`src/rtl/dmem_arbiter_pkg.sv`:
```
// Shared types for the data-memory arbiter: access-size codes, port ids and
// the per-port response state.
package dmem_arbiter_pkg;

  typedef enum logic [2:0] {
    LB_SB = 3'b000,
    LH_SH = 3'b001,
    LW_SW = 3'b010,
    LBU   = 3'b100,
    LHU   = 3'b101
  } mem_size_e;

  typedef enum logic {
    PORT_C = 1'b0,
    PORT_D = 1'b1
  } port_e;

  typedef enum logic {
    IDLE = 1'b0,
    RESP = 1'b1
  } resp_state_e;

  // Codes outside the enum fall through to the single-byte case.
  function automatic logic [2:0] size_bytes(mem_size_e size);
    case (size)
      LH_SH, LHU: return 3'd2;
      LW_SW:      return 3'd4;
      default:    return 3'd1;
    endcase
  endfunction

endpackage

```
`src/rtl/dmem_access_check.sv`:
```
// Combinational legality check for one memory access: alignment, range and
// the protected address 0 for stores.
module dmem_access_check
  import dmem_arbiter_pkg::*;
#(
  parameter int unsigned MEM_BYTES = 32
) (
  input  logic [31:0] addr,
  input  logic [2:0]  size,
  input  logic        we,
  output logic        fault,
  output logic        mem_wr_ok
);

  mem_size_e   size_e;
  logic [2:0]  nbytes;
  logic [32:0] last_byte;
  logic        misaligned;
  logic        out_of_range;
  logic        zero_store;

  // Last byte is formed in 33 bits so an access near 2^32 cannot wrap into range.
  always_comb begin
    size_e       = mem_size_e'(size);
    nbytes       = size_bytes(size_e);
    last_byte    = {1'b0, addr} + {30'd0, nbytes} - 33'd1;
    misaligned   = ((size_e == LH_SH || size_e == LHU) && addr[0])
                 || (size_e == LW_SW && addr[1:0] != 2'b00);
    out_of_range = last_byte >= 33'(MEM_BYTES);
    zero_store   = we && (addr == '0);
    fault        = misaligned | out_of_range | zero_store;
    mem_wr_ok    = we & ~fault;
  end

endmodule

```
`src/rtl/dmem_arbiter.sv`:
```
// Two-port arbiter in front of the single-port data memory: core LSU (C)
// and DMA/debug (D), one grant per cycle, one registered response per grant.
module dmem_arbiter
  import dmem_arbiter_pkg::*;
#(
  parameter int unsigned MEM_BYTES  = 32,
  parameter int unsigned FIXED_PRIO = 0
) (
  input  logic        clock,
  input  logic        reset,
  input  logic        c_req,
  input  logic        c_we,
  input  logic [31:0] c_addr,
  input  logic [31:0] c_wdata,
  input  logic [2:0]  c_size,
  output logic        c_gnt,
  output logic        c_rvalid,
  output logic [31:0] c_rdata,
  output logic        c_err,
  input  logic        d_req,
  input  logic        d_we,
  input  logic [31:0] d_addr,
  input  logic [31:0] d_wdata,
  input  logic [2:0]  d_size,
  output logic        d_gnt,
  output logic        d_rvalid,
  output logic [31:0] d_rdata,
  output logic        d_err,
  output logic [31:0] mem_addr,
  output logic [31:0] mem_wdata,
  output logic [2:0]  mem_rd_wr,
  output logic        mem_wr,
  input  logic [31:0] mem_rdata
);

  port_e       rr_ptr;
  resp_state_e c_state;
  resp_state_e d_state;

  logic        contended;
  logic        c_wins;
  logic        grant;
  logic [31:0] sel_addr;
  logic [31:0] sel_wdata;
  logic [2:0]  sel_size;
  logic        sel_we;
  logic        fault;
  logic        wr_ok;
  logic [31:0] resp_data;

  always_comb begin
    contended = c_req & d_req;
    c_wins    = c_req & (~d_req | (FIXED_PRIO != 0) | (rr_ptr == PORT_C));
    c_gnt     = reset & c_wins;
    d_gnt     = reset & d_req & ~c_wins;
    grant     = c_gnt | d_gnt;
  end

  always_comb begin
    sel_addr  = d_gnt ? d_addr  : c_addr;
    sel_wdata = d_gnt ? d_wdata : c_wdata;
    sel_size  = d_gnt ? d_size  : c_size;
    sel_we    = d_gnt ? d_we    : c_we;
  end

  dmem_access_check #(
    .MEM_BYTES(MEM_BYTES)
  ) u_check (
    .addr     (sel_addr),
    .size     (sel_size),
    .we       (sel_we),
    .fault    (fault),
    .mem_wr_ok(wr_ok)
  );

  always_comb begin
    if (grant) begin
      mem_addr  = sel_addr;
      mem_wdata = sel_wdata;
      mem_rd_wr = sel_size;
    end else begin
      mem_addr  = '0;
      mem_wdata = '0;
      mem_rd_wr = LB_SB;
    end
    mem_wr    = grant & wr_ok;
    resp_data = (sel_we | fault) ? '0 : mem_rdata;
  end

  // Only contended grants rotate priority; the loser is favoured next time.
  always_ff @(posedge clock) begin
    if (!reset) begin
      rr_ptr <= PORT_C;
    end else if (contended && grant) begin
      rr_ptr <= c_gnt ? PORT_D : PORT_C;
    end
  end

  always_ff @(posedge clock) begin
    if (!reset) begin
      c_state <= IDLE;
      c_rdata <= '0;
      c_err   <= 1'b0;
    end else begin
      c_state <= c_gnt ? RESP : IDLE;
      c_rdata <= c_gnt ? resp_data : '0;
      c_err   <= c_gnt & fault;
    end
  end

  always_ff @(posedge clock) begin
    if (!reset) begin
      d_state <= IDLE;
      d_rdata <= '0;
      d_err   <= 1'b0;
    end else begin
      d_state <= d_gnt ? RESP : IDLE;
      d_rdata <= d_gnt ? resp_data : '0;
      d_err   <= d_gnt & fault;
    end
  end

  assign c_rvalid = (c_state == RESP);
  assign d_rvalid = (d_state == RESP);

endmodule

```
`config.mk`:
```
export PLATFORM = sky130hd
export DESIGN_NAME = dmem_arbiter
export DESIGN_NICKNAME = d
export VERILOG_FILES = /design/src/rtl/dmem_arbiter_pkg.sv /design/src/rtl/dmem_access_check.sv /design/src/rtl/dmem_arbiter.sv
export SDC_FILE = /design/constraint.sdc
export NUM_CORES = 1
export LEC_CHECK = 0
export BUFFER_PORTS_ARGS = -buffer_cell sky130_fd_sc_hd__buf_4
export CORE_AREA = 2 2 120 122
export CTS_BUF_LIST = sky130_fd_sc_hd__clkbuf_16
export DETAILED_ROUTE_END_ITERATION = 10
export DIE_AREA = 0 0 122 124
export GPL_ROUTABILITY_DRIVEN = 0
export MAX_ROUTING_LAYER = met4
export PLACE_DENSITY = 0.79
export SLEW_MARGIN = 0
export SYNTH_ARGS = -nofsm -noshare
export SYNTH_HDL_FRONTEND = slang
export SYNTH_HIERARCHICAL = 1
export SYNTH_SLANG_ARGS = --single-unit
```
`constraint.sdc`:
```
create_clock -name clock -period 8.9 [get_ports clock]
set_input_delay 0.445 -clock clock [delete_from_list [all_inputs] [get_ports clock]]
set_output_delay 0.445 -clock clock [all_outputs]
set_load 0.05 [all_outputs]
```
==> impl_metrics.env <==
export IMPL_synth_edf_count=0
export IMPL_pwr_density_cell_nw_per_um2=136.9
export IMPL_clkSinkCount=69
export IMPL_die_area_sq_um=15130
export IMPL_die_width_um=122
export IMPL_clock_fmax_mhz=160.9
export IMPL_drive_above_1_share_pct=39.04
export IMPL_fin_skew_ns=0.008171
export IMPL_syn_area_per_cell_sq_um=8.173
export IMPL_critical_path_top_delay_family="simple AND/OR/NAND/NOR gates"
export IMPL_ys_flop_type="dfxtp_1"
export IMPL_antenna_found_initial=2
export IMPL_cp_num_buf_inv=3
export IMPL_clk_path_buf_depth=2
export IMPL_worstHoldEndpoint="c_rdata[0]"
export IMPL_hold_violations=0
export IMPL_dr_pass1_iters=5
export IMPL_ioPinCount=310
export IMPL_path_max_fanout=34
export IMPL_crit_required_ns=9.15
export IMPL_hold_buffers=0
export IMPL_clk_pin_slew_ns=0.06
export IMPL_initial_core_util_pct=40.87
export IMPL_rsz0062_at_grt="false"
export IMPL_wl_um=20800
export IMPL_detailed_place_hpwl_um=17010
export IMPL_holdPathStages=3
export IMPL_power_switching_w=0.0004330
export IMPL_cp_cell_sequence="inv_1, a21oi_4, mux2_2, nand2b_1, ha_1, inv_1, ha_1, inv_1, fa_1, nand3b_1, a2111oi_2, nor2_1, o21ai_0, mux2i_1, o211ai_1, nor4_2, and3_1, nand4_1, nand2b_1, nor2_1"
export IMPL_maxCapViolations=0
export IMPL_num_nets_final=1197
export IMPL_switching_share_pct=38.09
export IMPL_synth_top_area_cell="dfxtp_1"
export IMPL_cts_tree="done"
export IMPL_comb_power_share_pct=44.4
export IMPL_rows=43
export IMPL_ys_async_sr_fraction_pct=0
export IMPL_finalSetupViolCount=0
export IMPL_r2r_start="rr_ptr"
export IMPL_status="finished, final reports clean"
export IMPL_critPathMaxStageDelay_ns=0.87
export IMPL_intPower_w=0.0007039
export IMPL_viasPerCell=5.320
export IMPL_cts_made_buffers=9
export IMPL_sequentialPowerShare_pct=27.4
export IMPL_first_iter_violations=518
export IMPL_vias=6187
export IMPL_power_leakage_nw=3.920
export IMPL_overflow=0
export IMPL_ant_nets=0
export IMPL_end_kind="register"
export IMPL_rr_endpoint="c_rdata[19]"
export IMPL_p_total_w=0.001137
export IMPL_ys_top_cells_by_area="dfxtp_1 (25%), ha_1 (11%), a22o_1 (11%)"
export IMPL_hold_worst_slack_ns=0.3532
export IMPL_finalMaxSlewViolations=0
export IMPL_core_area_sq_um=13720
export IMPL_crit_top_cell="inv_1"
export IMPL_ys_seq_elements=69
export IMPL_grt_first_pass_wirelength_um=30190
export IMPL_clk_latency_ns=0.33
export IMPL_yosysSeqAreaShare_pct=24.64
export IMPL_tightest_slew_ns=1.132
export IMPL_synthToLayoutAreaGrowth_pct=48.16
export IMPL_path_class="reg2reg"
export IMPL_reg2reg_depth=20
export IMPL_synth_top_area_share_pct=24.64
export IMPL_post_cts_resized=0
export IMPL_slowest_stage="nand4_1"
export IMPL_ys_warn_count=6
export IMPL_worstPathArrival_ns=6.47
export IMPL_tns_ns=0
export IMPL_dp_cells=1145
export IMPL_synth_cell_type_count=69
export IMPL_relSlewSlack_pct=24.54
export IMPL_first_global_vias=5796
export IMPL_post_route_period_util_pct=69.84
export IMPL_synth_nets=907
export IMPL_hold_class="in2reg"
export IMPL_portBuffers=309
export IMPL_synth_area_sq_um=5607
export IMPL_drc=0
export IMPL_wl_per_cell_um=17.89
export IMPL_htreeDepth=3
export IMPL_setup_ws_ns=2.684
export IMPL_die_height_um=124
export IMPL_dp_slack_ns=2.681
export IMPL_track_usage_pct=26.55
export IMPL_final_instance_count_excl_fill=1163
export IMPL_cts_root_buffer="clkbuf_16"
export IMPL_synth_cells=686
export IMPL_postCtsSetupRepairBufs=0
export IMPL_p_clk_share_pct=28.2
export IMPL_rrSetupSlack_ns=2.68
export IMPL_period_minus_slack_ns=6.216
export IMPL_cp_start_kind="register"
export IMPL_worst_ir_drop_vdd_uv=86.56
export IMPL_grt_start_max_net_pins=50
export IMPL_hp_start="mem_rdata[0]"
-- registers in the layout, summed over array words and instances (netlist names) --
name      cells
c_err         1
c_rvalid      1
rr_ptr        1
c_rdata      32
d_rvalid      1
d_err         1
d_rdata      32
-- how the worst max path moves through the flow --
stage	startpoint	to	slack [ns]	cells past startpoint
finish	rr_ptr	c_rdata[19]	2.68	20
global route	rr_ptr	c_rdata[26]	2.15	20
CTS	rr_ptr	c_rdata[19]	2.71	20
detailed placement	d_req	c_rdata[26]	2.68	21
global placement	d_req	d_rdata[0]	2.70	21
floorplan	reset	mem_wr	3.94	20
-- layout make-up --
cell class | count | area, sq um
Clock inverter | 7 | 50.05
Tap cell | 180 | 225.2
Clock buffer | 9 | 225.2
Timing Repair Buffer | 312 | 2342
Multi-Input combinational cell | 530 | 3875
Sequential cell | 69 | 1381
Fill cell | 1218 | 5413
Antenna cell | 2 | 5.005
Inverter | 54 | 202.7
-- logic make-up after synthesis --
kind of cell | Yosys count | share of synthesized area (%)
compound gates | 183 | 24.88
simple gates | 243 | 22.52
flops | 69 | 24.64
buf+inv | 87 | 6.516
xor+xnor | 13 | 2.031
fa+ha+maj | 49 | 11.07
mux | 42 | 8.346
-- synthesized netlist by cell type (4+ instances only) --
library cell and number:
nand4_1 7, a21oi_1 33, nor2_1 90, o21ai_1 4, nor2b_1 15, nor3_1 6
buf_2 13, and2_1 5, nand2b_1 49, a31oi_1 4, a22o_1 68, nand3b_1 4
o211ai_1 5, nand3_1 7, nand2_1 35, dfxtp_1 69, mux2_2 35, a211oi_1 4
inv_1 54, clkbuf_1 15, o21ai_0 21, mux2i_1 4, a21o_1 7, ha_1 48
nor4_1 4, buf_4 4, xnor2_1 11
-- stage by stage --
| stage | cell area, sq um | util [%] |
|---|---|---|
| 3_3_place_gp | 8026 | 58.50 |
| 3_5_place_dp | 8026 | 58.50 |
| 6_report | 8307 | 60.55 |
| 4_1_cts | 8302 | 60.51 |
| 2_1_floorplan | 5607 | - |
| 5_1_grt | 8307 | 60.55 |
-- power by group through the flow --
stage | registers [W] | clock network (W) | logic (W)
2_1_floorplan | 0.000322 | 0 | 0.000333
3_3_place_gp | 0.000318 | 0 | 0.000495
3_5_place_dp | 0.000318 | 0 | 0.000497
4_1_cts | 0.000311 | 0.000322 | 0.000500
5_1_grt | 0.000311 | 0.000335 | 0.000542
6_report | 0.000311 | 0.000321 | 0.000505
-- worst min-delay path: stages --
cell and delay (ns):
buf_4 0.08, nand2b_1 0.06, nor2_1 0.07
-- layout by cell type (no fill, tap or decap), drive strengths merged, types with 9 or more instances in the layout --
cell / n
buf: 312
xnor2: 11
o21ai: 25
ha: 48
a21oi: 35
dfxtp: 69
mux2: 38
clkbuf: 9
inv: 56
nand2b: 50
nor2: 90
nand2: 35
a22o: 68
nor2b: 15
-- per-layer routing --
layer  up-vias  GRT usage [%]  wire (um)
li1       3030              -          -
met1      2867          31.24       8626
met2       268          44.97       9921
met3        22          7.280       1919
met4         0          6.825        333
met5         -              -          0
(Power assumes the default switching activity.)
